`src/rtl/calc_engine_if.sv`:
```
// Button/operand inputs and display-side outputs of the calculator core.
// The master side drives pulses and the operand; the slave side is calc_engine.
interface calc_engine_if #(
  parameter int unsigned WIDTH    = 16,
  parameter int unsigned NUM_REGS = 4
);
  localparam int unsigned RSW = (NUM_REGS > 1) ? $clog2(NUM_REGS) : 1;

  logic                    btn_up;
  logic                    btn_down;
  logic                    btn_left;
  logic                    btn_right;
  logic                    btn_sel;
  logic signed [WIDTH-1:0] operand;
  logic [1:0]              mode;
  logic [1:0]              op;
  logic [RSW-1:0]          reg_sel;
  logic signed [WIDTH-1:0] acc_value;
  logic                    overflow;
  logic                    busy;
  logic                    done;

  modport master (
    output btn_up, btn_down, btn_left, btn_right, btn_sel, operand,
    input  mode, op, reg_sel, acc_value, overflow, busy, done
  );

  modport slave (
    input  btn_up, btn_down, btn_left, btn_right, btn_sel, operand,
    output mode, op, reg_sel, acc_value, overflow, busy, done
  );
endinterface

```
`src/rtl/calc_engine.sv`:
```
// Calculator arithmetic core: mode FSM, NUM_REGS-deep signed register bank, multi-cycle divider.
// Optional build macro CALC_SAT_EN: overflowing results saturate instead of wrapping.
module calc_engine #(
  parameter int unsigned WIDTH    = 16,
  parameter int unsigned NUM_REGS = 4
) (
  input  logic         clk,
  input  logic         rst,
  calc_engine_if.slave bus
);
  localparam int unsigned RSW = (NUM_REGS > 1) ? $clog2(NUM_REGS) : 1;
  localparam int unsigned W2  = 2 * WIDTH;
  localparam int unsigned CW  = $clog2(WIDTH + 2);
  localparam logic [CW-1:0]  CNT_WR  = CW'(WIDTH + 1);
  localparam logic [RSW-1:0] SEL_TOP = RSW'(NUM_REGS - 1);
  localparam logic signed [WIDTH-1:0] SMAX = {1'b0, {(WIDTH-1){1'b1}}};
  localparam logic signed [WIDTH-1:0] SMIN = {1'b1, {(WIDTH-1){1'b0}}};

  typedef enum logic [1:0] {
    ST_IDLE   = 2'd0,
    ST_EDIT   = 2'd1,
    ST_MEMORY = 2'd2,
    ST_EXEC   = 2'd3
  } state_t;

  typedef enum logic [1:0] {
    OP_ADD = 2'd0,
    OP_SUB = 2'd1,
    OP_MUL = 2'd2,
    OP_DIV = 2'd3
  } op_t;

  state_t                  state_q, state_d;
  op_t                     op_q, op_d;
  logic [RSW-1:0]          reg_sel_q, reg_sel_d;
  logic signed [WIDTH-1:0] regs_q [NUM_REGS];
  logic signed [WIDTH-1:0] regs_d [NUM_REGS];
  logic [NUM_REGS-1:0]     flags_q, flags_d;
  logic signed [WIDTH-1:0] opnd_q, opnd_d;
  logic [CW-1:0]           cnt_q, cnt_d;
  logic [WIDTH-1:0]        rem_q, rem_d;
  logic [WIDTH-1:0]        quo_q, quo_d;
  logic [WIDTH-1:0]        dvs_q, dvs_d;
  logic                    neg_q, neg_d;
  logic signed [WIDTH-1:0] acc_q, acc_d;
  logic                    ovf_q, ovf_d;
  logic                    busy_q, busy_d;
  logic                    done_q, done_d;

  logic signed [WIDTH-1:0] cur;
  logic signed [W2-1:0]    true_v;
  logic signed [WIDTH-1:0] wr_val;
  logic                    wr_ovf;
  logic [WIDTH:0]          div_sh;

  // Exact result of the pending operation and its write-back value/flag
  always_comb begin
    cur    = regs_q[reg_sel_q];
    true_v = '0;
    unique case (op_q)
      OP_ADD: true_v = W2'(cur) + W2'(opnd_q);
      OP_SUB: true_v = W2'(cur) - W2'(opnd_q);
      OP_MUL: true_v = W2'(cur) * W2'(opnd_q);
      OP_DIV: true_v = neg_q ? -W2'(quo_q) : W2'(quo_q);
    endcase
    // Fits in WIDTH bits only when all bits from the WIDTH-1 sign position upward agree
    wr_ovf = ~((&true_v[W2-1:WIDTH-1]) | ~(|true_v[W2-1:WIDTH-1]));
`ifdef CALC_SAT_EN
    wr_val = wr_ovf ? (true_v[W2-1] ? SMIN : SMAX) : true_v[WIDTH-1:0];
`else
    wr_val = true_v[WIDTH-1:0];
`endif
    if (op_q == OP_DIV && opnd_q == '0) begin
      wr_val = cur;
      wr_ovf = 1'b1;
    end
  end

  // Mode FSM, register bank updates and divider sequencing
  always_comb begin
    state_d   = state_q;
    op_d      = op_q;
    reg_sel_d = reg_sel_q;
    regs_d    = regs_q;
    flags_d   = flags_q;
    opnd_d    = opnd_q;
    cnt_d     = cnt_q;
    rem_d     = rem_q;
    quo_d     = quo_q;
    dvs_d     = dvs_q;
    neg_d     = neg_q;
    done_d    = 1'b0;
    div_sh    = {rem_q, quo_q[WIDTH-1]};

    unique case (state_q)
      ST_IDLE: begin
        if (bus.btn_sel) begin
          state_d = ST_MEMORY;
        end else if (bus.btn_right) begin
          state_d = ST_EDIT;
          op_d    = OP_ADD;
        end else if (bus.btn_left) begin
          state_d = ST_EDIT;
          op_d    = OP_SUB;
        end else if (bus.btn_up) begin
          state_d = ST_EDIT;
          op_d    = OP_MUL;
        end else if (bus.btn_down) begin
          state_d = ST_EDIT;
          op_d    = OP_DIV;
        end
      end

      ST_EDIT: begin
        if (bus.btn_sel) begin
          opnd_d  = bus.operand;
          cnt_d   = '0;
          state_d = ST_EXEC;
        end
      end

      ST_MEMORY: begin
        if (bus.btn_sel) begin
          state_d = ST_IDLE;
        end else if (bus.btn_right) begin
          reg_sel_d = (reg_sel_q == SEL_TOP) ? '0 : reg_sel_q + RSW'(1);
        end else if (bus.btn_left) begin
          reg_sel_d = (reg_sel_q == '0) ? SEL_TOP : reg_sel_q - RSW'(1);
        end else if (bus.btn_up) begin
          state_d = ST_MEMORY;
        end else if (bus.btn_down) begin
          regs_d[reg_sel_q]  = '0;
          flags_d[reg_sel_q] = 1'b0;
        end
      end

      ST_EXEC: begin
        cnt_d = cnt_q + CW'(1);
        if (op_q != OP_DIV) begin
          if (cnt_q == CW'(1)) begin
            regs_d[reg_sel_q]  = wr_val;
            flags_d[reg_sel_q] = wr_ovf;
            done_d             = 1'b1;
            state_d            = ST_IDLE;
          end
        end else if (cnt_q == '0) begin
          // Divider works on magnitudes; MIN maps to 2^(WIDTH-1) which still fits unsigned
          rem_d = '0;
          quo_d = cur[WIDTH-1] ? WIDTH'(-cur) : WIDTH'(cur);
          dvs_d = opnd_q[WIDTH-1] ? WIDTH'(-opnd_q) : WIDTH'(opnd_q);
          neg_d = cur[WIDTH-1] ^ opnd_q[WIDTH-1];
        end else if (cnt_q != CNT_WR) begin
          if (div_sh >= {1'b0, dvs_q}) begin
            rem_d = WIDTH'(div_sh - {1'b0, dvs_q});
            quo_d = {quo_q[WIDTH-2:0], 1'b1};
          end else begin
            rem_d = div_sh[WIDTH-1:0];
            quo_d = {quo_q[WIDTH-2:0], 1'b0};
          end
        end else begin
          regs_d[reg_sel_q]  = wr_val;
          flags_d[reg_sel_q] = wr_ovf;
          done_d             = 1'b1;
          state_d            = ST_IDLE;
        end
      end
    endcase

    acc_d  = regs_d[reg_sel_d];
    ovf_d  = flags_d[reg_sel_d];
    busy_d = (state_d == ST_EXEC);
  end

  always_ff @(posedge clk) begin
    if (rst) begin
      state_q   <= ST_IDLE;
      op_q      <= OP_ADD;
      reg_sel_q <= '0;
      for (int i = 0; i < int'(NUM_REGS); i++) regs_q[i] <= '0;
      flags_q   <= '0;
      opnd_q    <= '0;
      cnt_q     <= '0;
      rem_q     <= '0;
      quo_q     <= '0;
      dvs_q     <= '0;
      neg_q     <= 1'b0;
      acc_q     <= '0;
      ovf_q     <= 1'b0;
      busy_q    <= 1'b0;
      done_q    <= 1'b0;
    end else begin
      state_q   <= state_d;
      op_q      <= op_d;
      reg_sel_q <= reg_sel_d;
      regs_q    <= regs_d;
      flags_q   <= flags_d;
      opnd_q    <= opnd_d;
      cnt_q     <= cnt_d;
      rem_q     <= rem_d;
      quo_q     <= quo_d;
      dvs_q     <= dvs_d;
      neg_q     <= neg_d;
      acc_q     <= acc_d;
      ovf_q     <= ovf_d;
      busy_q    <= busy_d;
      done_q    <= done_d;
    end
  end

  assign bus.mode      = state_q;
  assign bus.op        = op_q;
  assign bus.reg_sel   = reg_sel_q;
  assign bus.acc_value = acc_q;
  assign bus.overflow  = ovf_q;
  assign bus.busy      = busy_q;
  assign bus.done      = done_q;
endmodule

```
`src/flat_wrapper.sv`:
```
// flat-port wrapper written by rule: the top's interface ports become plain ports
module calc_engine_flat 
#(
  parameter int unsigned WIDTH    = 16,
  parameter int unsigned NUM_REGS = 4
)
  (clk, rst, bus_btn_up, bus_btn_down, bus_btn_left, bus_btn_right, bus_btn_sel, bus_operand, bus_mode, bus_op, bus_reg_sel, bus_acc_value, bus_overflow, bus_busy, bus_done);
  calc_engine_if #(.WIDTH(WIDTH), .NUM_REGS(NUM_REGS)) bus_i ();
  input  logic clk;
  input  logic rst;
  input wire logic [$bits(bus_i.btn_up)-1:0] bus_btn_up;
  input wire logic [$bits(bus_i.btn_down)-1:0] bus_btn_down;
  input wire logic [$bits(bus_i.btn_left)-1:0] bus_btn_left;
  input wire logic [$bits(bus_i.btn_right)-1:0] bus_btn_right;
  input wire logic [$bits(bus_i.btn_sel)-1:0] bus_btn_sel;
  input wire logic [$bits(bus_i.operand)-1:0] bus_operand;
  output wire logic [$bits(bus_i.mode)-1:0] bus_mode;
  output wire logic [$bits(bus_i.op)-1:0] bus_op;
  output wire logic [$bits(bus_i.reg_sel)-1:0] bus_reg_sel;
  output wire logic [$bits(bus_i.acc_value)-1:0] bus_acc_value;
  output wire logic [$bits(bus_i.overflow)-1:0] bus_overflow;
  output wire logic [$bits(bus_i.busy)-1:0] bus_busy;
  output wire logic [$bits(bus_i.done)-1:0] bus_done;
  assign bus_i.btn_up = bus_btn_up;
  assign bus_i.btn_down = bus_btn_down;
  assign bus_i.btn_left = bus_btn_left;
  assign bus_i.btn_right = bus_btn_right;
  assign bus_i.btn_sel = bus_btn_sel;
  assign bus_i.operand = bus_operand;
  assign bus_mode = bus_i.mode;
  assign bus_op = bus_i.op;
  assign bus_reg_sel = bus_i.reg_sel;
  assign bus_acc_value = bus_i.acc_value;
  assign bus_overflow = bus_i.overflow;
  assign bus_busy = bus_i.busy;
  assign bus_done = bus_i.done;
  calc_engine #(.WIDTH(WIDTH), .NUM_REGS(NUM_REGS)) u_core (.clk(clk), .rst(rst), .bus(bus_i));
endmodule
```
`config.mk`:
```
export PLATFORM = sky130hd
export DESIGN_NAME = calc_engine_flat
export DESIGN_NICKNAME = d
export VERILOG_FILES = /design/src/rtl/calc_engine_if.sv /design/src/rtl/calc_engine.sv /design/src/flat_wrapper.sv
export SDC_FILE = /design/constraint.sdc
export NUM_CORES = 1
export LEC_CHECK = 0
export ABC_AREA = 1
export CAP_MARGIN = 10
export CORE_MARGIN = 8
export CORE_UTILIZATION = 60
export CTS_CLUSTER_SIZE = 10
export DETAILED_ROUTE_END_ITERATION = 6
export GPL_TIMING_DRIVEN = 0
export HOLD_SLACK_MARGIN = 0.06
export PLACE_DENSITY = 0.81
export SLEW_MARGIN = 20
export SYNTH_ARGS = -nofsm -noshare
export SYNTH_HDL_FRONTEND = slang
export SYNTH_SLANG_ARGS = --single-unit
```
`constraint.sdc`:
```
create_clock -name clk -period 8.4 [get_ports clk]
set_input_delay 1.68 -clock clk [delete_from_list [all_inputs] [get_ports clk]]
set_output_delay 1.68 -clock clk [all_outputs]
set_load 0.03 [all_outputs]
```
### Word-level counts from Yosys, hierarchy flattened

Index checks and enable logic that the tools add are counted.

* add/sub/neg operators: 9
* multipliers: 1
* magnitude comparators: 7
* equality and inequality tests: 12
* multiplexer cells: 77
* bitwise logic cells: 13
* reductions and logical operators: 19

Operators with widths (count)
* two-way mux 64 bit: 9
* two-way mux 16 bit: 13
* one-hot mux 32 bit (4 select lines): 1
* one-hot mux 64 bit (2 select lines): 1
* AND 64 bit: 1
* binary-select mux 16 bit (select 2 bit): 2
* bitwise mux 64 bit: 1
* NOT 64 bit: 1
* two-way mux 2 bit: 24
* two-way mux 4 bit: 9
* demux 16 bit (select 2 bit): 1
* multiplier 16 x 16 -> 32 bit: 1
* two-way mux 32 bit: 1
* negation 16 bit: 2
* negation 16 -> 32 bit: 1
* adder 16 x 16 -> 17 bit: 1
* >= comparator 17 x 16 -> 1 bit: 1
* AND reduction 17 bit: 1
* OR reduction 17 bit: 1
* subtractor 16 x 16 -> 17 bit: 1
* zero test 16 bit: 1
* subtractor 16 bit: 1
* == test 2 bit (second input constant): 6
* one-hot mux 5 bit (2 select lines): 1
* 32 further kinds: 56

* flip-flop bits (word level): 163
* input bits: 23
* output and inout bits: 25
* logic and storage cells: 156

### Logic depth before layout (Yosys ltp)

* word-level depth: 18
* mapped depth: 45
* gate-level depth less buffers: 42

### Worst setup path before layout

Ideal clock, no wire load.

* path type: register to register
* start point: register u_core.reg_sel_q[0], in the netlist u_core.bus.reg_sel[0]
* end point: register u_core.ovf_q, in the netlist u_core.bus.overflow
* setup time: 114 ps
* data arrival time: 7144 ps
* data required time: 8286 ps
* path slack: 1142 ps
* cell stages (with the launch flop): 41
* buffers on the path: 5
* clock period less this slack: 7258 ps
* cell sequence: dfxtp_1 buf_4 buf_2 buf_4 buf_2 nand2_1 nand3_1 nand2_1 clkbuf_1 clkinv_1 ha_1 inv_1 fa_1 fa_1 fa_1 fa_1 fa_1 fa_1 (+5 left out) and2_1 nand2_1 nand3_1 nand2_1 nand3_1 nand3_1 nor2_1 nand2_1 nor2_1 nand2_1 nand2_1 nand3_2 nand2_1 nand2_1 nand2_1 nand3_1 nand3_1 nand2_1

* cells in the longest elaborated chain, start to end: 18
* elaborated cells on any way between the ends: 44
* classes of those cells: add/sub: 4; mul: 1; order compare: 2; eq/ne: 1; mux: 26; bitwise: 6; reduce/logical: 4

RTL lines
* from (decl): RTL line calc_engine.sv:35 `logic [RSW-1:0] reg_sel_q, reg_sel_d;`
* from (signal assigned): RTL line calc_engine.sv:194 `reg_sel_q <= reg_sel_d;`
* NOT 2 -> 3 bit (implied by the code): RTL line calc_engine.sv:58 `cur = regs_q[reg_sel_q];`
* binary-select mux 16 bit (select 2 bit): RTL line calc_engine.sv:58
* two-way mux 16 bit (implied by the code) (2 in series): RTL line calc_engine.sv:58
* multiplier 16 x 16 -> 32 bit, or another cell as far along: RTL line calc_engine.sv:63 `OP_MUL: true_v = W2'(cur) * W2'(opnd_q);`
* one-hot mux 32 bit (4 select lines): RTL line calc_engine.sv:60 `unique case (op_q)`
* OR reduction 17 bit: RTL line calc_engine.sv:67 `wr_ovf = ~((&true_v[W2-1:WIDTH-1]) | ~(|true_v[W2-1:WIDTH-1]));`
* NOT 1 bit: RTL line calc_engine.sv:67
* OR 1 bit: RTL line calc_engine.sv:67
* NOT 1 bit: RTL line calc_engine.sv:67
* two-way mux 1 bit: RTL line calc_engine.sv:73 `if (op_q == OP_DIV && opnd_q == '0) begin`
* bitwise mux 4 bit: RTL line calc_engine.sv:142, calc_engine.sv:162
* two-way mux 4 bit: RTL line calc_engine.sv:152 `end else if (cnt_q != CNT_WR) begin`
* two-way mux 4 bit: RTL line calc_engine.sv:146 `end else if (cnt_q == '0) begin`
* two-way mux 4 bit: RTL line calc_engine.sv:139 `if (op_q != OP_DIV) begin`
* one-hot mux 4 bit (2 select lines): RTL line calc_engine.sv:95 `unique case (state_q)`
* binary-select mux 1 bit (select 2 bit) *: RTL line calc_engine.sv:170 `ovf_d = flags_d[reg_sel_d];`
* two-way mux 1 bit (implied by the code) *: RTL line calc_engine.sv:170
* to (signal assigned): RTL line calc_engine.sv:204 `ovf_q <= ovf_d;`
* to (decl): RTL line calc_engine.sv:46 `logic ovf_q, ovf_d;`

Every way passes the cells marked *; elsewhere a longest branch is shown, timed or not. The select of a mux whose other input is x is not followed.
A chain may end at the register's enable or synchronous reset.

### Final worst setup path

* start point: register u_core.opnd_q[8]
* end point: register u_core.ovf_q, in the netlist u_core.bus.overflow

* cells in the longest elaborated chain, start to end: 14
* elaborated cells on any way between the ends: 20
* classes of those cells: add/sub: 2; mul: 1; mux: 10; bitwise: 3; reduce/logical: 4

RTL lines
* from (decl): RTL line calc_engine.sv:39 `logic signed [WIDTH-1:0] opnd_q, opnd_d;`
* from (signal assigned): RTL line calc_engine.sv:197 `opnd_q <= opnd_d;`
* multiplier 16 x 16 -> 32 bit, or another cell as far along: RTL line calc_engine.sv:63
* one-hot mux 32 bit (4 select lines): RTL line calc_engine.sv:60
* OR reduction 17 bit: RTL line calc_engine.sv:67
* NOT 1 bit: RTL line calc_engine.sv:67
* OR 1 bit: RTL line calc_engine.sv:67
* NOT 1 bit: RTL line calc_engine.sv:67
* two-way mux 1 bit *: RTL line calc_engine.sv:73
* bitwise mux 4 bit *: RTL line calc_engine.sv:142, calc_engine.sv:162
* two-way mux 4 bit: RTL line calc_engine.sv:152
* two-way mux 4 bit: RTL line calc_engine.sv:146
* two-way mux 4 bit *: RTL line calc_engine.sv:139
* one-hot mux 4 bit (2 select lines) *: RTL line calc_engine.sv:95
* binary-select mux 1 bit (select 2 bit) *: RTL line calc_engine.sv:170
* two-way mux 1 bit (implied by the code) *: RTL line calc_engine.sv:170

Marked as above.

==> impl_metrics.yaml <==
outcome:
  status: "finished with violations"
  violations: "design-rule violations"
timing:
  fmaxAchievable_mhz: 120.8
  setup_slack_ns: 0.1220
  relSlewSlack: 0.2558
  tightest_slew_ns: 1.105
  slew_violations: 0
  finalHoldViolations: 0
  period_share: 0.9855
  timing.final.crit_period_ns: 8.278
  setup_viol: 0
  rsz0062_at_grt: "yes"
  finClkSkew_ns: 0.009638
  timing.setup.tns_ns: 0
setup_path:
  startpoint_type: "flip-flop"
  slowest_delay_ns: 0.69
  critPathArrivalTime_ns: 8.62
  cp_common_cell: "nand2_1"
  endpoint_kind: "flip-flop"
  worstPathMaxFanout: 10
  critPathBufInv: 5
  cp.required_ns: 8.74
  cp_slowest_cell: "fa_2"
  crit_type: "flip-flop to flip-flop"
  crit_family: "adder cells"
finish:
  area_growth_pct: 9.567
  layout.cells.most_common_list: "808 x nand2_1, 506 x inv_1, 297 x a21oi_1"
  diodes: 0
  final_nets: 3860
  final_common_cell: "nand2_1"
  layout-drive-gt1-share: 0.06831
synthesis:
  synth.ff_latch_count: 163
  synth_top_family_by_area: "adder cells"
  synth_seq_area_share: 0.1436
  synth_cell_types: 56
  synthMuxAreaShare: 0
  synth_compound_area_frac: 0.1442
  ys.warnings.count: 0
  synth_xor_area_frac: 0.01504
  synthAdderAreaFrac: 0.3123
  synth_fp_nets: 3764
  synth-simple-area-share: 0.2663
  netlist.area_leader.share: 0.2335
  ys.flop_type: "dfxtp_1"
  synth_area_um2: 22720
  yosys.area.top_type: "fa_1"
  synthCells: 3333
  syn_avg_cell_area_um2: 6.816
  ys_top_cells_by_area: "fa_1 23%, dfxtp_1 14%, nand2_1 13%"
  async_flop_share: 0
  synth_edf_count: 0
clocking:
  cts_buffer_depth: 2
  clk_pin_slew_worst_paths_ns: 0.06
  clock_latency_ns: 0.46
  cts_hold_buf: 0
  cts_tree: "done"
  htree_levels: 4
  clock-sinks: 163
  cts_root_buffer: "clkbuf_16"
  cts_buffers: 17
global_routing:
  antenna_found_initial: 0
  grt_usage: 0.3990
  grt_first_pass_wirelength_um: 134800
  grt_max_degree: 17
  top_usage_layer: "met2"
  gr-total-overflow: 0
  use_met3: 0.1316
  met1_usage: 0.5192
  grt_pass1_vias: 23370
  grt_use_met2: 0.5690
floorplanning:
  fp.dieH_um: 210.6
  ioPinCount: 48
  dieWidth_um: 210.6
  initial_core_util: 0.6060
  core_area_um2: 37490
  die_area_um2: 44350
  num_rows: 71
placed_design:
  hpwl_um: 70820
  dp_slack_ns: -1.452
  portBuffers: 46
  gp_congestion: 1.043
power:
  power_density_nw_per_um2: 110.2
  p_leak_nw: 10.76
  vdd_ir_drop_max_mv: 0.1431
drt:
  drc_errors: 9
  vias: 24550
  drt_wl_total_um: 89780
  viasPerCell: 6.214
  routedWlPerCell_um: 22.72
  drtIter0Drc: 3622
  route.antenna.remaining_nets: 0
  first_pass_iters: 7
min_path:
  hold_class: "flip-flop to flip-flop"
job:
  cap_viol_max_count: 0
through the flow:
stage / total power (W) / hold WS [ns] / std cells / area [um2] / utilization
floorplan: 0.001530 / 0.4426 / 3333 / 22720 / -
global placement: 0.001889 / 0.4690 / 3890 / 23820 / 0.6353
detailed placement: 0.001905 / 0.4766 / 3890 / 23820 / 0.6353
CTS: 0.002662 / 0.4877 / 3921 / 24470 / 0.6527
global route: 0.002834 / 0.5149 / 3951 / 24890 / 0.6640
finish: 0.002744 / 0.4904 / 3951 / 24890 / 0.6640
cell usage after synthesis (all sizes together) (3+ instances only):
cell type / number
a211oi: 7
a21o: 5
a21oi: 301
a22oi: 3
a31oi: 21
and2: 8
buf: 45
clkbuf: 103
clkinv: 13
dfxtp: 163
fa: 265
ha: 143
inv: 528
nand2: 823
nand3: 251
nand3b: 10
nand4: 25
nor2: 287
nor3: 26
nor4: 3
o211ai: 49
o21ai: 172
o21bai: 6
o221ai: 7
o22ai: 7
or2: 10
xnor2: 13
xor2: 26
path summary, 6_finish.rpt:
check	from	endpoint	slack, ns	depth (start not counted)
worst max-delay path	u_core.opnd_q[8]	u_core.bus.overflow	0.12	32
worst min-delay path	u_core.rem_q[13]	u_core.rem_q[13]	0.49	2
worst max register to register	u_core.opnd_q[8]	u_core.bus.overflow	0.12	32
worst min register to register	u_core.rem_q[13]	u_core.rem_q[13]	0.49	2
cell families (layout without fill, tap and decap cells):
logic type,Yosys count,in the layout
AO/OA/AOI/OAI,588,588
XOR/XNOR,39,39
adder cells (fa/ha/maj),408,408
buffers and inverters,689,796
flip-flops,163,163
AND/OR/NAND/NOR,1446,1446
power by group:
group	switching (W)	internal, W
Sequential	0.0000235	0.000795
Clock	0.000346	0.000412
Combinational	0.000823	0.000343
Total	0.00119	0.00155
sequential cells by signal, indices dropped and copies added (netlist names):
| name | count |
|---|---|
| u_core.regs_q | 64 |
| u_core.bus.acc_value | 16 |
| u_core.dvs_q | 16 |
| u_core.opnd_q | 16 |
| u_core.quo_q | 16 |
| u_core.rem_q | 16 |
| u_core.cnt_q | 5 |
| u_core.flags_q | 4 |
| u_core.bus.mode | 2 |
| u_core.bus.op | 2 |
| u_core.bus.reg_sel | 2 |
| u_core.bus.busy | 1 |
| u_core.bus.done | 1 |
| u_core.bus.overflow | 1 |
| u_core.neg_q | 1 |
layer usage:
metal,vias to the layer above,routed length (um)
met4,0,6253
met5,-,0
li1,10790,-
met1,11570,33740
met2,1796,37050
met3,398,12740
worst reg2reg max path, delay by kind of cell, from the launching register on:
family / cells / cell delay, ns
compound gates: 1 / 0.20
fa+ha+maj: 7 / 3.74
simple gates: 19 / 2.51
buf+inv: 5 / 1.39
flops: 1 / 0.34
layout make-up:
cell class | count | area (um2)
multi-input cells | 2481 | 16920
fillers | 3364 | 12600
flip-flops and latches | 163 | 3268
inverters | 541 | 2078
repair buffers | 81 | 735.7
plain buffers | 144 | 715.7
well taps | 511 | 639.4
clock buffers | 22 | 454.2
clock inverters | 8 | 81.33
what timing repair did:
action	4_1_cts	5_1_grt
setup endpoints to repair	35	19
buffers inserted	4	31
pin swaps	1	4
gates resized for setup	42	73
No activity file was read; power rests on OpenSTA's default activity.
